$ cat src/rtl/frv_bram_arbiter.sv
// Two-port arbiter in front of a single-port BRAM. Port 1 has priority over port 0.
// With FRV_BRAM_ARB_FAIR_EN defined, a starve counter lifts port 0 above port 1 after STARVE_LIMIT denials.
module frv_bram_arbiter #(
    parameter int unsigned STARVE_LIMIT = 4
) (
    input  logic        g_clk,
    input  logic        g_resetn,

    input  logic        p0_req,
    input  logic        p0_wen,
    input  logic [31:0] p0_addr,
    input  logic [31:0] p0_wdata,
    input  logic [3:0]  p0_wstrb,
    output logic        p0_gnt,
    output logic        p0_recv,
    output logic [31:0] p0_rdata,

    input  logic        p1_req,
    input  logic        p1_wen,
    input  logic [31:0] p1_addr,
    input  logic [31:0] p1_wdata,
    input  logic [3:0]  p1_wstrb,
    output logic        p1_gnt,
    output logic        p1_recv,
    output logic [31:0] p1_rdata,

    output logic        bram_cen,
    output logic [31:0] bram_addr,
    output logic [31:0] bram_wdata,
    output logic [3:0]  bram_wstrb,
    input  logic [31:0] bram_rdata
);

    if (STARVE_LIMIT < 1 || STARVE_LIMIT > 15) begin : g_bad_limit
        $error("frv_bram_arbiter: STARVE_LIMIT must be in 1..15");
    end

    logic p0_prio;
    logic rsp_valid;
    logic rsp_sel;

`ifdef FRV_BRAM_ARB_FAIR_EN
    localparam logic [3:0] LIMIT = 4'(STARVE_LIMIT);

    logic [3:0] starve_cnt;

    assign p0_prio = p0_req && (starve_cnt == LIMIT);

    // Counts only while port 0 waits; any grant or a dropped request restarts it.
    always_ff @(posedge g_clk or negedge g_resetn) begin
        if (!g_resetn) begin
            starve_cnt <= 4'd0;
        end else if (!p0_req || p0_gnt) begin
            starve_cnt <= 4'd0;
        end else if (starve_cnt != LIMIT) begin
            starve_cnt <= starve_cnt + 4'd1;
        end
    end
`else
    assign p0_prio = 1'b0;
`endif

    assign p1_gnt = p1_req && !p0_prio;
    assign p0_gnt = p0_req && (!p1_req || p0_prio);

    assign bram_cen   = p0_gnt | p1_gnt;
    assign bram_addr  = p1_gnt ? p1_addr  : p0_addr;
    assign bram_wdata = p1_gnt ? p1_wdata : p0_wdata;

    always_comb begin
        bram_wstrb = 4'b0000;
        if (p1_gnt && p1_wen) begin
            bram_wstrb = p1_wstrb;
        end else if (p0_gnt && p0_wen) begin
            bram_wstrb = p0_wstrb;
        end
    end

    // rsp_sel records which port owns the data BRAM returns next cycle.
    always_ff @(posedge g_clk or negedge g_resetn) begin
        if (!g_resetn) begin
            rsp_valid <= 1'b0;
            rsp_sel   <= 1'b0;
        end else begin
            rsp_valid <= bram_cen;
            rsp_sel   <= p1_gnt;
        end
    end

    assign p0_recv  = rsp_valid && !rsp_sel;
    assign p1_recv  = rsp_valid &&  rsp_sel;
    assign p0_rdata = p0_recv ? bram_rdata : 32'd0;
    assign p1_rdata = p1_recv ? bram_rdata : 32'd0;

endmodule

$ cat config.mk
export PLATFORM = sky130hd
export DESIGN_NAME = frv_bram_arbiter
export DESIGN_NICKNAME = d
export VERILOG_FILES = /design/src/rtl/frv_bram_arbiter.sv
export SDC_FILE = /design/constraint.sdc
export NUM_CORES = 1
export LEC_CHECK = 0
export CELL_PAD_IN_SITES_DETAIL_PLACEMENT = 1
export CELL_PAD_IN_SITES_GLOBAL_PLACEMENT = 1
export CORE_AREA = 2 2 120 122
export DETAILED_ROUTE_END_ITERATION = 10
export DIE_AREA = 0 0 122 124
export DONT_BUFFER_PORTS = 1
export PLACE_DENSITY_LB_ADDON = 0.12
export REMOVE_ABC_BUFFERS = 1
export SLEW_MARGIN = 10
export SYNTH_ARGS = -nofsm -noshare
export SYNTH_HDL_FRONTEND = slang
export SYNTH_SLANG_ARGS = --single-unit
$ cat constraint.sdc
create_clock -name g_clk -period 1.4 [get_ports g_clk]
set_input_delay 0.28 -clock g_clk [delete_from_list [all_inputs] [get_ports g_clk]]
set_output_delay 0.28 -clock g_clk [all_outputs]
set_load 0.05 [all_outputs]
# After elaboration in Yosys (flattened, before gate mapping)

Cells that the tools add are included.

Reductions and logical operators: 7
Muxes and demuxes: 6
Bitwise gates (word level): 1

Operator list:

| cell               | number |
|---|---|
| two-way mux 32 bit | 4 |
| two-way mux 4 bit  | 2 |
| logical AND 1 bit  | 5 |
| logical NOT 1 bit  | 2 |
| bitwise OR 1 bit   | 1 |

Register bits after elaboration: 2
Output and inout bits: 137
Input bits: 174

# Longest topological paths before layout

Gate-level depths: netlist of run 1.

Depth after elaboration: 5
Mapped depth: 4
Mapped depth without buffers: 2

# Worst setup path before layout of run 1

No wires, ideal clock.

Path kind: flip-flop to output port
Start point: register rsp_sel
End point: output port p0_rdata[30]
Required time: 1.120 ns
Cell stages (with the launch flop): 4
Arrival time: 1.773 ns
Slack: -0.653 ns
Cells stage by stage: dfrtp_1 -> buf_2 -> nor2b_1 -> and2_1

Word-level cells in the longest chain between the ends: 3

RTL lines:

| what                   | RTL line | source |
|---|---|---|
| from (decl)            | 40       | `logic rsp_sel;` |
| from (signal assigned) | 86       | `rsp_sel <= p1_gnt;` |
| logical NOT 1 bit      | 90       | `assign p0_recv = rsp_valid && !rsp_sel;` |
| logical AND 1 bit      | 90       |  |
| net p0_recv            | 15       | `output logic p0_recv,` |
| two-way mux 32 bit     | 92       | `assign p0_rdata = p0_recv ? bram_rdata : 32'd0;` |
| to (decl)              | 16       | `output logic [31:0] p0_rdata,` |

The timed path passes the listed nets, and every way through them passes these cells.

# Final worst setup path of run 1

Start point: register rsp_valid
End point: output port p0_rdata[5]

Word-level cells in the longest chain between the ends: 2

RTL lines:

| what                   | RTL line | source |
|---|---|---|
| from (decl)            | 39       | `logic rsp_valid;` |
| from (signal assigned) | 85       | `rsp_valid <= bram_cen;` |
| logical AND 1 bit      | 90       |  |
| two-way mux 32 bit     | 92       |  |

No other way between the ends.

==> flow_summary.json, run 1 <==
{
  "worstSetupEndpointType": "primary output",
  "cellInternalPower_mw": 1.18,
  "rsz0062_at_grt": "true",
  "grt_max_degree": 77,
  "die_height_um": 124,
  "fin_util_pct": 25.8,
  "peakVddDrop_mv": 0.286,
  "setup_viol": 66,
  "worstPathArrival_ns": 1.28,
  "critPathLaunch": "rsp_valid",
  "first_global_vias": 1844,
  "avgSynthCellArea_sq_um": 8.66,
  "critPathBufInv": 3,
  "swShare_pct": 52.1,
  "drtPass1Iterations": 3,
  "antenna_found_initial": 0,
  "cts_num_sinks": 2,
  "path_cells": "buf_12, clkbuf_16, nand2_2, nor2_1, buf_6",
  "wl_per_cell_um": 22.7,
  "syn_to_final_growth_pct": 105,
  "powerDensity_nw_per_um2": 696,
  "ff_latch_area_sq_um": 52.6,
  "dieArea_sq_um": 15100,
  "nets": 443,
  "slew_violations": 0,
  "track_usage_pct": 11.0,
  "viasPerCell": 4.17,
  "hp-start": "p1_req",
  "max_slew_margin_pct": 78.3,
  "max_stage_delay_ns": 0.40,
  "hpwl_mm": 7.94,
  "outcome": "finished with violations",
  "synth_top_family_by_area": "multiplexers",
  "crit_family": "buffers and inverters",
  "cts_tree": "done",
  "maxCapViolations": 0,
  "p_total_mw": 2.46,
  "drt_wl_total_mm": 10.2,
  "min_period_ns": 1.56,
  "ant_nets": 0,
  "core_area_sq_um": 13700,
  "p_clk_share_pct": 18.1,
  "drt_iter0_markers": 62,
  "combinationalPowerShare_pct": 79.1,
  "critPathSlowestCell": "dfrtp_2",
  "drive_gt1_share_pct": 79.5,
  "whs_ns": 0.150,
  "io_pins": 311,
  "path_class": "reg -> out",
  "yosysWarnings": 0,
  "die_w_um": 122,
  "path_max_fanout": 5,
  "p_sw_mw": 1.28,
  "clock-root-buffer": "clkbuf_16",
  "p_seq_share_pct": 2.8,
  "leakage_nw": 1.60,
  "final_common_cell": "mux2_4",
  "worst_pin_slew_ns": 0.325,
  "syn_area_sq_um": 1720,
  "grt_pass1_wl_mm": 12.4,
  "whs_path_depth": 0,
  "cts.clk_slew.worst_paths_ns": 0.03,
  "drcViolationCount": 0,
  "fmax_mhz": 642,
  "start_util_pct": 12.6,
  "synthXorXnorAreaFrac_pct": 0,
  "fin_ws_ns": -0.159,
  "syn_inst": 199,
  "grt_overflow": 0,
  "row_count": 43,
  "period_share_pct": 111,
  "failed_checks": "negative setup slack",
  "cts.htree.levels": 1,
  "dpl_cell_area_sq_um": 2800,
  "cp_num_cells": 5,
  "most-common-layout-cells": "60 x mux2_4, 41 x buf_12, 32 x and3_4",
  "routabilityCongestion": 0.683,
  "synth_fa_ha_area_share_pct": 0,
  "synth-simple-area-share_pct": 29.2,
  "yosysSeqAreaShare_pct": 2.90,
  "ys_ff_latch": 2,
  "synthMuxAreaShare_pct": 54.9,
  "multiInputGateArea_sq_um": 1720,
  "dr_total_vias": 1866,
  "num-fill-cells": 1536,
  "cts.path.max_buffers": 2,
  "required_ns": 1.12,
  "antennaDiodeCount": 0,
  "hold_viol_final": 0,
  "synth-compound-area-share_pct": 1.16,
  "numPortBuffers": 0,
  "final_area_sq_um": 3530,
  "cts_buffers": 3,
  "min_path_type": "in -> reg",
  "finalSetupTns_ns": -8.52,
  "ys_types": 16,
  "cp-start-kind": "register"
}
==> what timing repair did <==
| item | in CTS | in global routing |
|---|---|---|
| gates resized for setup | 69 | 30 |
| cloned | 2 | 8 |
| endpoints found under the hold margin | 2 | 0 |
| hold buffers | 1 | 0 |
| pin swaps | 1 | 23 |
| setup buffers | 2 | 0 |
| setup endpoints to repair | 66 | 65 |
==> cell families after synthesis <==
kind of cell           count (synthesis)
and+or+nand+nor                      106
DFF                                    2
AOI/OAI and AO/OA                      4
muxes                                 64
buffers and inverters                 23
==> Yosys cell counts <==
cell,instances,share of area [%]
buf_4,1,0.44
nand3_1,8,2.3
nand2_1,30,6.5
nor2_1,30,6.5
and3_1,32,12
buf_12,6,7.0
or2_2,1,0.36
buf_2,7,2.0
clkbuf_1,8,1.7
dfrtp_1,2,2.9
o21ai_0,4,1.2
nor2b_1,2,0.73
mux2_2,4,2.6
buf_6,1,0.65
and2_1,3,1.1
mux2_4,60,52
==> registers in the layout (all words and copies together) (netlist names) <==
name and cells:
rsp_sel 1, rsp_valid 1
==> power groups by stage <==
stage / clock network, mW / logic [mW] / registers, mW
3_5_place_dp: 0 / 1.73 / 0.0677
5_1_grt: 0.464 / 2.01 / 0.0698
6_report: 0.445 / 1.94 / 0.0690
4_1_cts: 0.457 / 1.87 / 0.0676
2_1_floorplan: 0 / 1.28 / 0.0908
3_3_place_gp: 0 / 1.74 / 0.0678
==> layout make-up <==
type                    instances  share of cell area [%]
well taps                     180                    6.37
flip-flops and latches          2                    1.49
clock buffers                   4                    2.23
repair buffers                 88                    41.1
multi-input cells             174                    48.8
==> layer usage <==
layer	vias to the layer above	wire length (um)	track usage [%]
li1	833	-	-
met1	862	3860	13.9
met2	169	5110	18.6
met3	2	1220	4.17
met4	0	4	1.08
met5	-	0	0
==> stage by stage <==
step           setup slack (ns)  cells
6_report                 -0.159    448
5_1_grt                  -0.217    448
4_1_cts                  -0.152    440
3_5_place_dp             0.0406    431
3_3_place_gp             0.0766    431
2_1_floorplan             -1.32    176
==> final timing paths <==
check / to / slack (ns)
worst max-delay path: p0_rdata[5] / -0.16
worst min-delay path: rsp_sel / 0.15
max in group asynchronous: rsp_valid / 0.96
min in group asynchronous: rsp_sel / 0.30
Power figures use the tool's default switching activity.
==> inputs of run 2 (changes only) <==
- ABC_AREA: default -> 1
==> run 2 against run 1 <==
- the flow still finishes with violations (negative setup slack)
- global-route usage rose by 0.086 points
- power rose by 11%
- sequential share of layout area fell by 0.16 points
- die area did not move
- fmax rose by 2.4%
- cell count rose by 42%
- critical path depth did not move
- critical endpoint is now p0_rdata[31]
- largest power group unchanged
==> flow_summary.json, run 2 <==
{
  "synth_edf_count": 0,
  "cts_buffers": 3,
  "synth_most_common_cell": "nand2_1",
  "clock-root-buffer": "clkbuf_16",
  "drive_gt1_share_pct": 39.5,
  "start_util_pct": 9.83,
  "place_ws_ns": -0.0395,
  "drt_iter0_markers": 31,
  "top_regs": "rsp_sel x1, rsp_valid x1",
  "hpwl_mm": 8.28,
  "rsz0062_at_grt": "true",
  "antennaDiodeCount": 0,
  "worstPathArrival_ns": 1.24,
  "path_class": "reg -> out",
  "placed_cells": 632,
  "failed_checks": "negative setup slack",
  "final_common_cell": "nand2_1",
  "wl_per_cell_um": 15.2,
  "grt_max_degree": 70,
  "viasPerCell": 3.86,
  "io_pins": 311,
  "cts_tree": "done",
  "ys_types": 10,
  "grt_overflow": 0,
  "routabilityCongestion": 0.713,
  "slew_violations": 0,
  "yosysSeqAreaShare_pct": 3.71,
  "cts_num_sinks": 2,
  "dr_total_vias": 2455,
  "async_flop_share_pct": 100,
  "setup_viol": 65,
  "cts.htree.levels": 1,
  "first_global_vias": 2498,
  "hold_viol_final": 0,
  "row_count": 43,
  "core_area_sq_um": 13700,
  "outcome": "finished with violations",
  "syn_inst": 334,
  "worstSetupEndpointType": "primary output",
  "synth_top_area_share_pct": 56.5,
  "fin_ws_ns": -0.123,
  "required_ns": 1.12,
  "min_path_type": "in -> reg",
  "min_period_ns": 1.52,
  "dpl_cell_area_sq_um": 3390,
  "max_slew_margin_pct": 83.3,
  "cp-start-kind": "register",
  "worst_pin_slew_ns": 0.251,
  "yosysWarnings": 0,
  "drcViolationCount": 0,
  "cellInternalPower_mw": 1.30,
  "path_max_fanout": 32,
  "powerDensity_nw_per_um2": 724,
  "grt_pass1_wl_mm": 13.3,
  "p_seq_share_pct": 2.3,
  "cts.clk_slew.worst_paths_ns": 0.03,
  "ys_ff_latch": 2,
  "die_w_um": 122,
  "die_height_um": 124,
  "whs_path_depth": 0,
  "drt_wl_total_mm": 9.67,
  "period_share_pct": 109,
  "avgSynthCellArea_sq_um": 4.04,
  "syn_area_sq_um": 1350,
  "p_clk_share_pct": 15.6,
  "synth_flop_cell": "dfrtp_1",
  "fmax_mhz": 657,
  "ys_top_cells_by_area": "nand2_1 56%, nor2_1 18%, inv_1 9.5%, buf_2 4.1%, buf_4 3.9%",
  "antenna_found_initial": 0,
  "drtPass1Iterations": 4,
  "nets": 632,
  "peakVddDrop_mv": 0.263,
  "combinationalPowerShare_pct": 82.1,
  "syn_to_final_growth_pct": 180,
  "track_usage_pct": 11.1,
  "stdcell_count": 636,
  "ant_nets": 0,
  "p_total_mw": 2.74,
  "final_area_sq_um": 3780,
  "dieArea_sq_um": 15100,
  "yosysTopAreaCell": "nand2_1",
  "maxCapViolations": 0,
  "cts.path.max_buffers": 2,
  "synth_common_cells": "203 x nand2_1, 65 x nor2_1, 34 x inv_1",
  "num-fill-cells": 1690,
  "whs_ns": 0.114,
  "most-common-layout-cells": "203 x nand2_1, 71 x buf_12, 49 x buf_6",
  "numPortBuffers": 0,
  "leakage_nw": 2.06,
  "p_sw_mw": 1.44,
  "swShare_pct": 52.6
}
## run 2: area by class of cell
class | instances | area, sq um | share of cell area (%)
well taps | 180 | 225 | 5.96
flip-flops and latches | 2 | 50.0 | 1.32
inverters | 38 | 150 | 3.97
multi-input cells | 273 | 1140 | 30.1
clock buffers | 3 | 75.1 | 1.99
repair buffers | 140 | 2140 | 56.6
## run 2: worst paths after layout
check / startpoint / end
worst max-delay path: rsp_valid / p0_rdata[31]
worst min-delay path: p1_req / rsp_sel
max in group asynchronous: g_resetn / rsp_valid
min in group asynchronous: g_resetn / rsp_sel
## run 2: critical path: stages, from the launching register on
cell and delay (ns):
dfrtp_1 0.33, inv_1 0.06, nor2_4 0.17, inv_8 0.12
nor2_1 0.15, buf_6 0.18
## run 2: layer usage
| metal | up-vias | track usage [%] | share of wire [%] |
|---|---|---|---|
| met2 | 184 | 22.3 | 54 |
| met1 | 1075 | 10.6 | 32 |
| met4 | 0 | 1.08 | 0 |
| met3 | 0 | 5.13 | 14 |
| met5 | - | 0 | 0 |
| li1 | 1196 | - | - |
## run 2: repair_timing
action,in CTS,in global routing
setup endpoints to repair,65,65
gates cloned,0,0
hold buffers,1,0
setup buffers,0,0
endpoints found under the hold margin,2,0
gates resized for setup,66,27
pin swaps,1,0
## run 2: stage by stage
step | utilization (%) | TNS (ns)
global placement | 24.7 | -0.579
finish | 27.6 | -5.63
global route | 27.6 | -9.12
CTS | 26.9 | -6.00
floorplan | - | -50.42
detailed placement | 24.7 | -0.793
## run 2: kinds of logic (layout without fill, tap and decap cells)
group | Yosys count | count (layout) | synth area share, %
flops | 2 | 2 | 3.71
buf+inv | 59 | 181 | 19.4
simple gates | 273 | 273 | 76.9
## run 2: power groups by stage
stage	registers (mW)	logic, mW	clock network, mW
4_1_cts	0.0635	2.24	0.436
3_5_place_dp	0.0636	2.16	0
3_3_place_gp	0.0634	2.15	0
2_1_floorplan	0.0632	1.18	0
5_1_grt	0.0638	2.35	0.444
6_report	0.0635	2.25	0.426
